File: src/rtl/hamming_decoder.sv
// Hamming(7,4) serial decoder: corrects one bit error per codeword, emits d1..d4 serially.
// Latency: d1 appears the cycle after the edge that samples position 7; d2..d4 follow back to back.
// No back-pressure: input is taken whenever din_valid=1, and output drains unconditionally in 4 cycles.
module hamming_decoder (
  input  logic clk,
  input  logic rst_n,
  input  logic din,
  input  logic din_valid,
  output logic dout,
  output logic dout_valid,
  output logic err_corrected
);

  // Input framing: shift register (position 1 ends up in bit 6) and position counter 0..6
  logic [6:0] in_sr;
  logic [2:0] bit_cnt;

  // Output side: d1 at bit 3, remaining-bit counter, correction marker for the d1 cycle
  logic [3:0] out_sr;
  logic [2:0] out_cnt;
  logic       err_flag;

  // Decode path, evaluated on the position-7 edge
  logic [6:0] word;
  logic [6:0] fixed;
  logic [2:0] syn;
  logic [3:0] data;
  logic       last_bit;

  assign last_bit = din_valid && (bit_cnt == 3'd6);

  // Assemble the full codeword with the incoming bit, compute syndrome and flip the erroneous position.
  // Position k lives at word[7-k], so c1 = word[6] and c7 = word[0].
  always_comb begin
    word   = {in_sr[5:0], din};
    syn[0] = word[6] ^ word[4] ^ word[2] ^ word[0];
    syn[1] = word[5] ^ word[4] ^ word[1] ^ word[0];
    syn[2] = word[3] ^ word[2] ^ word[1] ^ word[0];
    fixed  = word;
    if (syn != 3'd0) begin
      fixed[3'd7 - syn] = ~word[3'd7 - syn];
    end
    // d1 = c3, d2 = c5, d3 = c6, d4 = c7
    data = {fixed[4], fixed[2], fixed[1], fixed[0]};
  end

  // Input shift register and position counter; only valid bits advance the frame
  always_ff @(posedge clk or negedge rst_n) begin
    if (!rst_n) begin
      in_sr   <= 7'd0;
      bit_cnt <= 3'd0;
    end else if (din_valid) begin
      in_sr   <= {in_sr[5:0], din};
      bit_cnt <= last_bit ? 3'd0 : bit_cnt + 3'd1;
    end
  end

  // Output register: load the corrected nibble on the position-7 edge, otherwise drain one bit per cycle.
  // The drain always finishes before the next load can happen, so load has no conflict with shifting.
  always_ff @(posedge clk or negedge rst_n) begin
    if (!rst_n) begin
      out_sr   <= 4'd0;
      out_cnt  <= 3'd0;
      err_flag <= 1'b0;
    end else if (last_bit) begin
      out_sr   <= data;
      out_cnt  <= 3'd4;
      err_flag <= (syn != 3'd0);
    end else begin
      err_flag <= 1'b0;
      if (out_cnt != 3'd0) begin
        out_sr  <= {out_sr[2:0], 1'b0};
        out_cnt <= out_cnt - 3'd1;
      end
    end
  end

  // Drive outputs from the output register; dout is forced low when idle
  always_comb begin
    dout_valid    = (out_cnt != 3'd0);
    dout          = dout_valid & out_sr[3];
    err_corrected = err_flag;
  end

endmodule

File: config.mk
export PLATFORM = sky130hd
export DESIGN_NAME = hamming_decoder
export DESIGN_NICKNAME = d
export VERILOG_FILES = /design/src/rtl/hamming_decoder.sv
export SDC_FILE = /design/constraint.sdc
export NUM_CORES = 1
export LEC_CHECK = 0
export CAP_MARGIN = 0
export CORE_ASPECT_RATIO = 1.25
export CORE_MARGIN = 4
export CORE_UTILIZATION = 54
export CTS_BUF_LIST = sky130_fd_sc_hd__clkbuf_4
export DETAILED_ROUTE_END_ITERATION = 10
export DONT_BUFFER_PORTS = 1
export GPL_TIMING_DRIVEN = 0
export PLACE_DENSITY_LB_ADDON = 0.2
export RECOVER_POWER = 100
export SETUP_SLACK_MARGIN = 0.2
export SLEW_MARGIN = 5
export SYNTH_ARGS = -nofsm -noshare
export SYNTH_HDL_FRONTEND = slang
export SYNTH_SLANG_ARGS = --single-unit
File: constraint.sdc
create_clock -name clk -period 2.6 [get_ports clk]
set_clock_uncertainty 0.2 [all_clocks]
set_input_delay 0.26 -clock clk [delete_from_list [all_inputs] [get_ports clk]]
set_output_delay 0.26 -clock clk [all_outputs]
set_load 0.1 [all_outputs]
# Yosys cells after proc, flatten, opt, wreduce, memory -nomap -nowiden
# Index checks and enable logic that the tools add are counted.
# Widths: inputs -> output; s select.
# classes
order_cmp,2
add_sub_neg,3
reduce_logical,5
n_mux,12
n_bitwise,11
eq_ne,1
# op_table
cell,count
$mux 3,3
$xor 1x1->1,9
$mux 4,2
$bwmux 7,1
$reduce_bool 3->1,2
$mux 5,1
$lt 3x4->1 const B,1
$add 3x1->3 const B,1
$bmux 1 s3,1
$demux 1 s3,1
$eq 3x3->1 const B,1
$ge 3x1->1 const B,1
$mux 1,3
$sub 3x1->3 const B,1
$sub 3x3->3 const A,1
$logic_and 1x1->1,2
$reduce_bool 2->1,1
$and 1x1->1,1
$not 1->1,1
# totals
inputBits,4
out_inout_bits,3
word_cells,39
ff_bits,17

# Longest topological paths before layout
# logic_depth
word_depth,11
ltp_mapped,8
mapped_depth_nobuf,7

# Least setup slack after synthesis
# No wires, ideal clock.
# synth_path
path_kind,register to output
start,reg out_cnt[0]
end,out dout
path_slack_ns,-0.445
t_required_ns,2.140
path_stages_with_launch,6
path_buffers,1
arrival_ns,2.585
path_cell_list,dfrtp_1 inv_1 ha_1 nand2b_1 clkbuf_1 and2_1
# synth_via
elab_chain_len,2
# synth_rtl
item,line_no,rtl
"start, declared",20,logic [2:0] out_cnt;
"start signal, assigned",73,out_cnt <= out_cnt - 3'd1;
$reduce_bool 3->1,80,dout_valid = (out_cnt != 3'd0);
via dout_valid,10,"output logic dout_valid,"
$and 1x1->1,81,dout = dout_valid & out_sr[3];
"end, declared",9,"output logic dout,"
# The timed path passes the listed nets, and every way through them passes these cells.

# Worst setup path in the final report
# Same ends and word-level chain as after synthesis.

==> impl_metrics.toml <==
[run_status]
outcome = "finished, final reports clean"

[layout]
final_util = 0.6040
mostFrequentLayoutCells = "17 x dfrtp_1, 13 x nand2_1, 11 x o21ai_0"
diodes = 0
drive_above_1_share = 0.1818
nFillCells = 223
syn_to_final_growth_pct = 3.918
final_common_cell = "dfrtp_1"
register_area_um2 = 425.4
multi_input_area_um2 = 870.8
fin_nets = 174

[synth]
ys.flop_type = "dfrtp_1"
syn_area_mm2 = 0.001469
synth.distinct_cells = 48
ys_warn_count = 0
synth_nets = 167
async_flop_share = 1.000
seq_area_frac_synth = 0.2896
ys_seq_elements = 17
synth_edf_count = 0
syn_inst = 159
avgSynthCellArea_um2 = 9.238

[floorplanning]
die_y_um = 66.31
die_width_um = 54.65
start_util = 0.5812
core.rowCount = 20
die_area_mm2 = 0.003624
core_area_mm2 = 0.002527
ioPinCount = 7

[critical_path]
worstSetupPathType = "flip-flop to output port"
rr_endpoint = "out_sr[0]"
crit_path_end_kind = "output port"
regToRegStartpoint = "in_sr[4]"
cp_slowest_cell = "and2_4"
cp.required_ns = 2.14
cp_top_family = "simple AND/OR/NAND/NOR gates"
crit_fanout = 9
setup.worst_path.start_class = "flip-flop"
path_cells = "inv_1 -> ha_1 -> nand2b_1 -> clkbuf_4 -> and2_4"
r2r_setup_slack_ns = 0.41
cp_data_arrival_time_ns = 1.80
worst-path-buf-inv = 2
r2r_cells = 7
slowest_delay_ns = 0.41

[detailed_routing]
initialDrtViolationCount = 45
drc = 0
drt_first_pass_iters = 4
routed_via_density = 6.081
routed_wl_um = 2948
final_antenna_net_count = 0
wl_per_cell_um = 14.89
vias = 1204

[timing]
setup_viol = 0
fin_crit_ns = 2.263
setup_tns_ns = 0
fmax_ghz = 0.4419
rsz0062_at_grt = "false"
worstMarginPinSlew_ns = 0.8616
slew_headroom = 0.4260
hold_viol = 0
final.period_utilization = 0.8705
final.hold.worst_slack_ns = 0.1135
slew_viol_final = 0

[grt]
antenna_found_initial = 0
grt_pass1_wl_um = 5202
gr-usage-all-layers = 0.1935
grt_max_degree = 18
grt_overflow_total = 0
grt_pass1_vias = 1181

[clock_network]
clk_latency_ns = 0.29
cts_tree = "built"
postCtsSetupRepairBufs = 0
cts_buffer_depth = 2
cts_buffers = 3
clk_pin_slew_ns = 0.09
clock-sinks = 17
cts_root_buf = "clkbuf_4"
cts_htree_levels = 1

[min_path]
hold-path-endpoint = "err_corrected"
hold_depth = 2
holdCritPathClass = "input pin to flip-flop"
hold_start = "din_valid"

[placed_design]
gp_congestion = 0.8942
io_buffers = 0
dp_hpwl_um = 2169

[pwr]
switchingPower_w = 0.0006187
peakVddDrop_mv = 0.4948
p_int_w = 0.0007188
powerDensity_mw_per_mm2 = 876.2
pwr-share-seq = 0.310
leakage_nw = 0.6572
power.share.clock = 0.115
switching_share = 0.4626
comb_power_share = 0.575

[run]
maxCapViolCount = 0
per-stage QoR:
stage	power, W	instances	setup WS, ns	instance area (um^2)
2_1_floorplan	0.001068	159	0.3662	1471
4_1_cts	0.001358	198	0.3294	1567
6_report	0.001338	198	0.3368	1526
3_5_place_dp	0.001190	192	0.2865	1513
3_3_place_gp	0.001157	192	0.3057	1513
5_1_grt	0.001446	198	0.2556	1526
synth_stat cells (5+ instances only):
| library cell | number | share of area |
|---|---|---|
| dfrtp_1 | 17 | 0.29 |
| nand2_1 | 13 | 0.033 |
| o21ai_0 | 11 | 0.037 |
| a21oi_1 | 10 | 0.034 |
| nor2_1 | 9 | 0.023 |
| inv_1 | 7 | 0.018 |
| mux2_2 | 7 | 0.054 |
| xnor2_1 | 7 | 0.042 |
| clkbuf_8 | 5 | 0.047 |
| nand3_1 | 5 | 0.017 |
worst max path at each step:
stage | from | end | slack, ns | cells past startpoint
after global routing | out_cnt[0] | dout | 0.26 | 5
after detailed placement | out_cnt[0] | dout | 0.29 | 5
after global placement | out_cnt[0] | dout | 0.31 | 5
after floorplan | out_cnt[0] | dout | 0.37 | 5
after CTS | out_cnt[0] | dout | 0.33 | 5
final | out_cnt[0] | dout | 0.34 | 5
registers in the layout, summed over array words and instances (netlist names):
register and flops:
bit_cnt 3, in_sr 6, out_cnt 3, out_sr 4, err_corrected 1
what timing repair did:
action                     in CTS  in global routing
hold buffers                    2                  0
resized for setup               2                  0
hold endpoints to repair       19                  0
setup endpoints to repair       1                  0
final cells by class:
| type | count | share of cell area |
|---|---|---|
| Tap cell | 33 | 0.02705 |
| Sequential cell | 17 | 0.2787 |
| Clock buffer | 4 | 0.01967 |
| Buffer | 15 | 0.07377 |
| Multi-Input combinational cell | 120 | 0.5705 |
| Inverter | 7 | 0.01721 |
| Timing Repair Buffer | 2 | 0.01311 |
power groups by stage:
stage          registers, W  logic [W]  clock network [W]
3_3_place_gp       0.000417   0.000740                  0
3_5_place_dp       0.000421   0.000768                  0
4_1_cts            0.000416   0.000788           0.000154
6_report           0.000415   0.000769           0.000153
2_1_floorplan      0.000407   0.000660                  0
5_1_grt            0.000426   0.000856           0.000165
kinds of logic (layout without fill, tap and decap cells):
logic type / after synthesis / in the layout / synth area share
AND/OR/NAND/NOR: 50 / 50 / 0.1857
buffers and inverters: 22 / 28 / 0.1065
multiplexers: 9 / 9 / 0.06729
XOR/XNOR: 13 / 13 / 0.1210
adder cells (fa/ha/maj): 4 / 4 / 0.03407
AO/OA/AOI/OAI: 44 / 44 / 0.1959
flip-flops: 17 / 17 / 0.2896
per-layer routing:
| layer | part of all wire | routed length, um | GRT usage |
|---|---|---|---|
| met1 | 0.43 | 1267 | 0.2433 |
| met2 | 0.48 | 1413 | 0.3180 |
| met3 | 0.058 | 171 | 0.01806 |
| met4 | 0.033 | 96 | 0.09657 |
| met5 | 0 | 0 | 0 |
worst register-to-register path, stage by stage (launching register included):
cell	delay, ns
dfrtp_1	0.35
clkbuf_8	0.16
clkbuf_1	0.36
xor2_1	0.32
a21oi_1	0.12
nor4_1	0.27
a31oi_1	0.10
a32oi_1	0.23
Power figures use the tool's default switching activity.
